### src/rtl/pipe_ctrl_pkg.sv
// Shared definitions for the pipeline hazard controller: FSM states,
// forwarding select codes and the default memory-timeout bound.
package pipe_ctrl_pkg;

    typedef enum logic {
        ST_RUN      = 1'b0,
        ST_MEM_WAIT = 1'b1
    } state_t;

    typedef logic [1:0] fwd_sel_t;

    localparam fwd_sel_t FWD_REG   = 2'b00;
    localparam fwd_sel_t FWD_EXMEM = 2'b01;
    localparam fwd_sel_t FWD_MEMWB = 2'b10;

    localparam int unsigned DEF_MEM_TIMEOUT = 255;

endpackage

### src/rtl/hazard_cmp.sv
// Compares one producer stage's destination register against the ID-stage
// source operands; register 0 is hardwired and never produces a match.
module hazard_cmp
    import pipe_ctrl_pkg::*;
(
    input  logic [4:0] id_rs,
    input  logic [4:0] id_rt,
    input  logic       id_uses_rs,
    input  logic       id_uses_rt,
    input  logic [4:0] prod_addr,
    input  logic       prod_we,
    output logic       match_rs,
    output logic       match_rt
);

    logic live;

    always_comb begin
        live     = prod_we && (prod_addr != '0);
        match_rs = live && id_uses_rs && (prod_addr == id_rs);
        match_rt = live && id_uses_rt && (prod_addr == id_rt);
    end

endmodule

### src/rtl/pipe_hazard_ctrl.sv
// Pipeline hazard controller: memory-wait freeze FSM, branch flush, load-use
// stall and stall counter. Define HAZ_FWD_EN to add operand forwarding selects.
module pipe_hazard_ctrl
    import pipe_ctrl_pkg::*;
#(
    parameter int unsigned MEM_TIMEOUT = DEF_MEM_TIMEOUT,
    parameter int unsigned CNT_W       = 16
) (
    input  logic             clock,
    input  logic             reset,
    input  logic [4:0]       id_rs,
    input  logic [4:0]       id_rt,
    input  logic             id_uses_rs,
    input  logic             id_uses_rt,
    input  logic [4:0]       ex_write_addr,
    input  logic             ex_reg_write,
    input  logic             ex_mem_read,
    input  logic             branch_taken,
    input  logic [4:0]       mem_write_addr,
    input  logic             mem_reg_write,
    input  logic             mem_mem_read,
    input  logic             mem_mem_write,
    input  logic             dmem_ack,
    output logic             dmem_req,
    output logic             stall_if,
    output logic             stall_id,
    output logic             bubble_ex,
    output logic             freeze,
    output logic             flush_if,
    output logic             flush_id,
    output logic             mem_err,
    output logic             busy,
    output logic [CNT_W-1:0] stall_cnt
`ifdef HAZ_FWD_EN
    ,
    output logic [1:0]       fwd_a,
    output logic [1:0]       fwd_b
`endif
);

    localparam logic [7:0] WAIT_LAST = 8'(MEM_TIMEOUT - 1);

    state_t     state;
    logic [7:0] wait_cnt;
    logic       cooldown;
    logic       mem_op;
    logic       mem_done;
    logic       timeout;
    logic       hz;
    logic       ex_rs, ex_rt, mem_rs, mem_rt;

    hazard_cmp u_cmp_ex (
        .id_rs      (id_rs),
        .id_rt      (id_rt),
        .id_uses_rs (id_uses_rs),
        .id_uses_rt (id_uses_rt),
        .prod_addr  (ex_write_addr),
        .prod_we    (ex_reg_write),
        .match_rs   (ex_rs),
        .match_rt   (ex_rt)
    );

    hazard_cmp u_cmp_mem (
        .id_rs      (id_rs),
        .id_rt      (id_rt),
        .id_uses_rs (id_uses_rs),
        .id_uses_rt (id_uses_rt),
        .prod_addr  (mem_write_addr),
        .prod_we    (mem_reg_write),
        .match_rs   (mem_rs),
        .match_rt   (mem_rt)
    );

    // The cycle after a completed or aborted access keeps dmem_req low so the
    // finished request is never re-issued while the MEM stage still shows it.
    always_comb begin
        mem_op   = mem_mem_read | mem_mem_write;
        dmem_req = 1'b0;
        timeout  = 1'b0;
        mem_done = 1'b0;
        freeze   = 1'b0;
        if (reset) begin
            if (state == ST_MEM_WAIT) begin
                dmem_req = mem_op;
                timeout  = !dmem_ack && (wait_cnt == WAIT_LAST);
                mem_done = dmem_ack || timeout;
                freeze   = !mem_done;
            end else if (!cooldown) begin
                dmem_req = mem_op;
                mem_done = mem_op && dmem_ack;
                freeze   = mem_op && !dmem_ack;
            end
        end
    end

`ifdef HAZ_FWD_EN
    always_comb begin
        hz    = (ex_rs | ex_rt) & ex_mem_read;
        fwd_a = ex_rs ? FWD_EXMEM : (mem_rs ? FWD_MEMWB : FWD_REG);
        fwd_b = ex_rt ? FWD_EXMEM : (mem_rt ? FWD_MEMWB : FWD_REG);
    end
`else
    always_comb begin
        hz = ex_rs | ex_rt | mem_rs | mem_rt;
    end
`endif

    always_comb begin
        flush_if  = branch_taken & ~freeze;
        flush_id  = branch_taken & ~freeze;
        bubble_ex = hz & ~branch_taken & ~freeze;
        stall_if  = freeze | bubble_ex;
        stall_id  = freeze | bubble_ex;
        mem_err   = timeout;
        busy      = (state == ST_MEM_WAIT);
    end

    always_ff @(posedge clock or negedge reset) begin
        if (!reset) begin
            state     <= ST_RUN;
            wait_cnt  <= '0;
            cooldown  <= 1'b0;
            stall_cnt <= '0;
        end else begin
            cooldown <= mem_done;
            case (state)
                ST_RUN: begin
                    wait_cnt <= '0;
                    if (freeze) state <= ST_MEM_WAIT;
                end
                ST_MEM_WAIT: begin
                    if (mem_done) begin
                        state    <= ST_RUN;
                        wait_cnt <= '0;
                    end else begin
                        wait_cnt <= wait_cnt + 8'd1;
                    end
                end
                default: state <= ST_RUN;
            endcase
            if (stall_if && (stall_cnt != '1)) stall_cnt <= stall_cnt + 1'b1;
        end
    end

endmodule
### config.mk
export PLATFORM = sky130hd
export DESIGN_NAME = pipe_hazard_ctrl
export DESIGN_NICKNAME = d
export VERILOG_FILES = /design/src/rtl/pipe_ctrl_pkg.sv /design/src/rtl/hazard_cmp.sv /design/src/rtl/pipe_hazard_ctrl.sv
export SDC_FILE = /design/constraint.sdc
export NUM_CORES = 1
export LEC_CHECK = 0
export CORE_AREA = 3 3 79 81
export DETAILED_ROUTE_END_ITERATION = 12
export DIE_AREA = 0 0 82 84
export PLACE_DENSITY = 0.55
export RECOVER_POWER = 100
export SYNTH_ARGS = -nofsm -noshare
export SYNTH_HDL_FRONTEND = slang
export SYNTH_HIERARCHICAL = 1
export SYNTH_SLANG_ARGS = --single-unit
### constraint.sdc
create_clock -name clock -period 3.61 [get_ports clock]
set_input_delay 0.722 -clock clock [delete_from_list [all_inputs] [get_ports clock]]
set_output_delay 0.722 -clock clock [all_outputs]
set_load 0.005 [all_outputs]
# Yosys cells after proc, flatten, opt, wreduce, memory -nomap -nowiden
# Index checks and enable logic that the tools add are counted.
[totals] ff_bits=26 output_inout_bits=25 elab_cells=58
[classes] add_sub_neg=2 n_eq_ne=6 n_mux=16 bitwise=11 n_reduce_logical=19
[ops] op="== test 5 bit" n=4
[ops] op="adder 16 x 1 -> 16 bit, second input constant" n=1
[ops] op="inequality test 16 bit, second input constant" n=1
[ops] op="one-hot mux 8 bit (2 select lines)" n=1
[ops] op="logical AND 1 bit" n=14
[ops] op="2-to-1 mux 1 bit" n=13
[ops] op="nonzero test 5 bit" n=2
[ops] op="adder 8 x 1 -> 8 bit, second input constant" n=1
[ops] op="== test 8 bit, second input constant" n=1
[ops] op="2-to-1 mux 8 bit" n=1
[ops] op="bitwise OR 1 bit" n=5
[ops] op="AND 1 bit" n=3
[ops] op="inverter 1 bit" n=3
[ops] op="logical NOT 1 bit" n=2
[ops] op="one-hot mux 1 bit (2 select lines)" n=1
[ops] op="logical OR 1 bit" n=1

# Longest topological paths before layout
[logic_depth] depth_word=11 depth_mapped=10 mapped_depth_nobuf=8

# Cells and area by module
# The synthesis kept the hierarchy.
[modules_own_cells] module="pipe_hazard_ctrl" instances=1 cells_each=134 area_each_um2=1396.3 seq_area_each_um2=650.6
[modules_own_cells] module="hazard_cmp" instances=2 cells_each=18 area_each_um2=133.9 seq_area_each_um2=0.0

# Worst setup path after synthesis
# Ideal clock, no wire load.
[synth_path] kind="input -> output" from="input ex_write_addr[1]" to="output stall_if" t_arrival_ns=2.548 required_time_ns=2.888 slack_ns=0.340 cell_stages=10 n_path_buf=3 path_cell_list="or4_1 > o21ai_2 > nor3_1 > nor4_1 > o32ai_1 > o21ba_1 > buf_6 > buf_8 > inv_1 > buf_4"
[synth_between] elab_chain_cells=10 word_cells_on_any_way=14
[synth_lines] item="start: declaration" line="pipe_hazard_ctrl.sv:15" source="input logic [4:0] ex_write_addr,"
[synth_lines] item="nonzero test 5 bit" line="hazard_cmp.sv:19" source="live = prod_we && (prod_addr != '0);"
[synth_lines] item="logical AND 1 bit" line="hazard_cmp.sv:19"
[synth_lines] item="logical AND 1 bit" line="hazard_cmp.sv:21" source="match_rt = live && id_uses_rt && (prod_addr == id_rt);"
[synth_lines] item="logical AND 1 bit (*)" line="hazard_cmp.sv:21"
[synth_lines] item="named net ex_rt" line="pipe_hazard_ctrl.sv:50" source="logic ex_rs, ex_rt, mem_rs, mem_rt;"
[synth_lines] item="bitwise OR 1 bit (*) (3 in series)" line="pipe_hazard_ctrl.sv:104" source="hz = ex_rs | ex_rt | mem_rs | mem_rt;"
[synth_lines] item="AND 1 bit (*) (2 in series)" line="pipe_hazard_ctrl.sv:111" source="bubble_ex = hz & ~branch_taken & ~freeze;"
[synth_lines] item="bitwise OR 1 bit (*)"
[synth_lines] item="end: declaration" line="pipe_hazard_ctrl.sv:25" source="output logic stall_if,"
# Mark *: on every way through the listed nets, which the timed path passes. The rest lies on a longest branch.

# Worst setup path in the final report
[layout_path] from="input mem_write_addr[1]" to="output stall_if"
[layout_between] word_cells_on_any_way=13
[layout_lines] item="start: declaration" line="pipe_hazard_ctrl.sv:19" source="input logic [4:0] mem_write_addr,"
[layout_lines] item="nonzero test 5 bit" line="hazard_cmp.sv:19"
[layout_lines] item="logical AND 1 bit" line="hazard_cmp.sv:19"
[layout_lines] item="logical AND 1 bit" line="hazard_cmp.sv:21"
[layout_lines] item="logical AND 1 bit (*)" line="hazard_cmp.sv:21"
[layout_lines] item="named net mem_rt" line="pipe_hazard_ctrl.sv:50"
[layout_lines] item="bitwise OR 1 bit (*)" line="pipe_hazard_ctrl.sv:104"
[layout_lines] item="AND 1 bit (*) (2 in series)" line="pipe_hazard_ctrl.sv:111"
[layout_lines] item="bitwise OR 1 bit (*)" line="pipe_hazard_ctrl.sv:112" source="stall_if = freeze | bubble_ex;"
# Marks and branches as above.

==> qor.yml <==
setup_path:
  cp.required_ns: 2.89
  worst_path_max_delay_cell: "or4_4"
  reg2reg_setup_slack_ns: 1.33
  crit_path_frequent_cell: "dlygate4sd2_1"
  worst-path-max-fanout: 2
  rr_worst_depth: 6
  endpoint_kind: "output port"
  rr_startpoint: "wait_cnt[2]"
  r2r-end: "stall_cnt[1]"
  crit_arrival_ns: 2.79
  cp_top_family: "simple AND/OR/NAND/NOR gates"
  critPathKind: "in2out"
  cp_slowest_stage_delay_ns: 0.54
  cp_num_buf_inv: 4
  critPathLaunchType: "input port"
  cp_cell_sequence: "dlygate4sd2_1 -> or4_4 -> o21ai_4 -> nor3_1 -> nor4_1 -> buf_4 -> o32ai_1 -> o21ba_2 -> inv_1 -> dlygate4sd2_1"
  critical_path_depth: 10
final_layout:
  instances_no_fill: 306
  nets: 269
  drive_gt1_frac: 0.1197
  layout_common_cells: "dfrtp_1 (26), dlygate4sd3_1 (24), xnor2_1 (23)"
  diodes: 0
  final_common_cell: "dfrtp_1"
  area_delta_synth_final_pct: 43.99
  final_area_sq_mm: 0.002396
  utilization: 0.4325
route:
  vias_per_cell: 4.729
  wl_per_cell_microns: 13.02
  drt-initial-drc-count: 38
  drc: 0
  vias: 1447
  ant_nets: 0
  finalWirelength_microns: 3983
  dr.pass1.iters: 4
synthesis:
  synth_top_area_share: 0.3910
  synth_edf_count: 0
  async_flop_share: 1.000
  synth_flop_cell: "dfrtp_1"
  syn_area_per_cell_sq_um: 9.789
  synth-seq-area-share: 0.3910
  synth_area_sq_mm: 0.001664
  synth_nets: 204
  yosysTopAreaCell: "dfrtp_1"
  ys_types: 38
  yosys_register_bits: 26
  syn_inst: 170
  yosys_warnings: 6
  yosys-top-cells-area: "dfrtp_1 (39%), xnor2_1 (12%), xor2_1 (8.9%)"
die:
  start_util: 0.3004
  die_area_sq_mm: 0.006888
  dieHeight_microns: 84
  fp-row-count: 27
  core_sq_mm: 0.005540
  pin_count: 56
  die_w_microns: 82
clocking:
  cts_tree: "built"
  clockBufferDepth: 2
  path_clk_slew_ns: 0.09
  cts_buffers: 3
  cts_sinks: 26
  ctsHoldBuffers: 0
  clock_latency_ns: 0.27
  cts_root_buffer: "clkbuf_8"
  htreeDepth: 1
worst_hold_path:
  hold_end: "stall_cnt[15]"
  holdPathStages: 1
  hp-class: "reg2reg"
  hold_start: "stall_cnt[15]"
pwr:
  power_density_mw_per_mm2: 351.6
  p_total_mw: 0.8424
  p_leak_nw: 1.046
  peakVddDrop_mv: 0.1781
timing:
  tightest_slew_ns: 0.7463
  rsz0062_at_grt: "false"
  skew_ns: 0.001560
  setup_violations: 0
  timing.fmax_ghz: 0.2851
  fin_crit_sh: 0.9716
  fin_tns_setup_ns: 0
  max-slew-margin-rel: 0.5025
  fin_crit_ns: 3.508
  hold_viol: 0
  drv_slew: 0
global_routing:
  grt_usage: 0.1242
  antenna_found_initial: 0
  grt_pass1_wl_microns: 6831
  overflow: 0
  grt_pass1_vias: 1487
  grt_max_degree: 30
run_status:
  outcome: "completed"
place:
  portBuffers: 54
  dp.cells: 302
  place_area_sq_mm: 0.002332
  gp_congestion: 0.7693
  dp_hpwl_microns: 3202
flow_run:
  maxCapViolations: 0
-- cells by family (layout without fill, tap and decap cells) --
group,after synthesis,after routing,share of synthesized area
muxes,2,2,0.01353
AOI/OAI and AO/OA,12,12,0.05038
buffers and inverters,8,72,0.03383
xor gates and xnor gates,40,40,0.2105
and+or+nand+nor,79,79,0.2782
DFF,26,26,0.3910
adders and majority gates,3,3,0.02256
-- worst max path at each step --
stage	from	endpoint	slack (ns)
2_1_floorplan	ex_write_addr[1]	stall_if	0.34
4_1_cts	ex_write_addr[1]	stall_if	0.005
3_3_place_gp	mem_write_addr[1]	stall_id	-0.32
3_5_place_dp	ex_write_addr[4]	stall_if	-0.34
5_1_grt	mem_write_addr[1]	stall_if	0.0007
6_report	mem_write_addr[1]	stall_if	0.10
-- power breakdown --
group          leakage (nW)  switching (mW)  total [mW]  internal [mW]
registers             0.345          0.0608       0.395          0.334
clock network        0.0288          0.0918       0.189         0.0975
logic                 0.672           0.108       0.258          0.150
total                  1.05           0.260       0.842          0.582
-- cell type report --
class / count / area (sq um)
clock buffer: 4 / 55.05
fill: 572 / 3144
inverter: 3 / 11.26
multi-input combinational: 136 / 978.4
sequential: 26 / 650.6
tap: 72 / 90.09
timing repair buffer: 65 / 610.6
-- cell usage after synthesis, drive strengths merged, types with 2 or more instances --
cell type	count
mux2	2
dfrtp	26
nor2	17
nand2b	3
nand2	11
o21ai	5
nor3	12
buf	4
xnor2	23
nor3b	2
xor2	17
a21oi	2
and4	3
nor4	4
nand3	9
inv	3
or4	3
nand4	10
ha	3
-- routing by layer --
metal / up-vias / GRT usage / wire length, microns / share of wire
met5: - / 0 / 0 / 0
li1: 727 / - / - / -
met1: 680 / 0.1714 / 1940 / 0.49
met3: 2 / 0.02916 / 176 / 0.044
met2: 38 / 0.1969 / 1836 / 0.46
met4: 0 / 0.02266 / 29 / 0.0073
-- sequential cells by signal, summed over array words and instances, names as in the netlist --
register and flops:
cooldown 1, stall_cnt 16, busy 1, wait_cnt 8
-- timing repair --
action / in CTS / in global routing
setup endpoints to repair: 2 / 2
setup buffers: 0 / 0
gates resized for setup: 12 / 4
pin swaps: 7 / 5
-- through the flow --
stage | setup slack, ns | hold WS, ns
2_1_floorplan | 0.3400 | 0.4264
3_3_place_gp | -0.3235 | 0.4901
3_5_place_dp | -0.3446 | 0.4927
4_1_cts | 0.005325 | 0.5082
5_1_grt | 0.0007094 | 0.5085
6_report | 0.1023 | 0.4999
Power figures use the tool's default switching activity.
==> RTL edit, RTL diff (same flow settings) <==
Build with the macro `HAZ_FWD_EN` defined.
--- a/src/rtl/pipe_hazard_ctrl.sv
+++ b/src/rtl/pipe_hazard_ctrl.sv
@@ -1,5 +1,7 @@
 // Pipeline hazard controller: memory-wait freeze FSM, branch flush, load-use
 // stall and stall counter. Define HAZ_FWD_EN to add operand forwarding selects.
+`define HAZ_FWD_EN
+
 module pipe_hazard_ctrl
     import pipe_ctrl_pkg::*;
 #(
Check against the original RTL (old outputs only; new: fwd_a and fwd_b): not equivalent (Yosys sat finds a counterexample within 4 cycles, from zero or initial values and one cycle with reset low).
==> RTL edit against the original RTL <==
Sequential cell count stayed put. Worst setup slack gained 0.032 ns. Highest routed layer unchanged. Power is 8.0% lower. Area after synthesis increased by 1.4%. Sequential power fell by 5.1%. Routed wire length up 9.4%. Cell area up 0.16%. Sequential share of layout area about the same.
==> RTL edit: results (changes against the original RTL) <==
via count: 1531 (was 1447)
arrival time worst endpoint: 2.75 ns (was 2.79 ns)
Hold Path Sink: wait_cnt[0] (was stall_cnt[15])
status: completed (unchanged)
Port Buffers: 59 (was 54)
first-pass GRT wire length: 7340 um (was 6830 um)
worst r2r src: stall_cnt[0] (was wait_cnt[2])
sequential area share after synthesis: 38.5% (was 39.1%)
Final Non-Filler Cells: 319 (was 306)
Final #Nets: 283 (was 269)
minimum clock period: 3.48 ns (was 3.51 ns)
Critical Path Slowest Stage Cell: or4_1 (was or4_4)
Synth Area in Adders: 2.22% (was 2.26%)
Clock Power Share: 20.5% (was 22.5%)
post-synthesis cell type count: 35 (was 38)
reg2reg setup slack: 1.43 ns (was 1.33 ns)
most frequent cells after synthesis: xnor2_1 (30), dfrtp_1 (26), nor2_1 (21), nand2_1 (19), nand4_1 (12) (was dfrtp_1 (26), xnor2_1 (23), nor2_1 (17), xor2_1 (17))
placer congestion estimate: 0.752 (was 0.769)
Synth area leaders: dfrtp_1 (39%), xnor2_1 (16%), nor2_1 (4.7%) (was dfrtp_1 (39%), xnor2_1 (12%), xor2_1 (8.9%))
Critical Path Start: ex_write_addr[4] (was mem_write_addr[1])
layout cell share with drive strength beyond 1: 6.48% (was 12.0%)
number of global-route vias before repair: 1575 (was 1487)
actual slew at the worst max-slew pin: 1.17 ns (was 0.746 ns)
dpl ws: -0.0914 ns (was -0.345 ns)
Synth Instances: 182 (was 170)
worst vdd ir: 0.253 mV (was 0.178 mV)
Avg WL per Cell: 13.7 um (was 13.0 um)
xor/xnor share of the synthesized area: 20.2% (was 21.1%)
Setup Skew: 0.00769 ns (was 0.00156 ns)
Lkg Pwr: 0.993 nW (was 1.05 nW)
Tot GR Track Use: 13.3% (was 12.4%)
starting DRC count in detailed routing: 51 (was 38)
Synth Area in Compound Gates: 9.12% (was 5.04%)
-- RTL edit: changes by cell type after synthesis, moves of 2 or more --
cell     before  now
buf_4         2    4
xnor2_1      23   30
and4_4        2    0
nor4_1        3    0
nand2_1      11   19
nor2b_1       1    4
or2_2         0    2
nand4_1      10   12
nor2_1       17   21
xor2_1       17    7
-- RTL edit: final cells by class --
class	instances	area [um^2]
flip-flops and latches	26	651
inverters	3	11.3
well taps	72	90.1
clock buffers	3	41.3
repair buffers	68	641
multi-input cells	147	966
fillers	548	3140
-- RTL edit: stage by stage --
step	hold WS (ns)	total power [mW]	TNS, ns	instance area (um^2)
floorplan	0.426	0.488	0	1690
global placement	0.479	0.647	-0.123	2400
detailed placement	0.486	0.646	-0.178	2400
CTS	0.498	0.808	0	2440
global route	0.517	0.836	-0.00398	2400
finish	0.489	0.775	0	2400
-- RTL edit: layer usage --
layer  GRT usage (%)  wire length, um  vias up
met3            2.38              346        2
li1                -                -      763
met5               0                0        -
met4            3.47               29        0
met2            22.0             1980       60
met1            17.4             2010      706
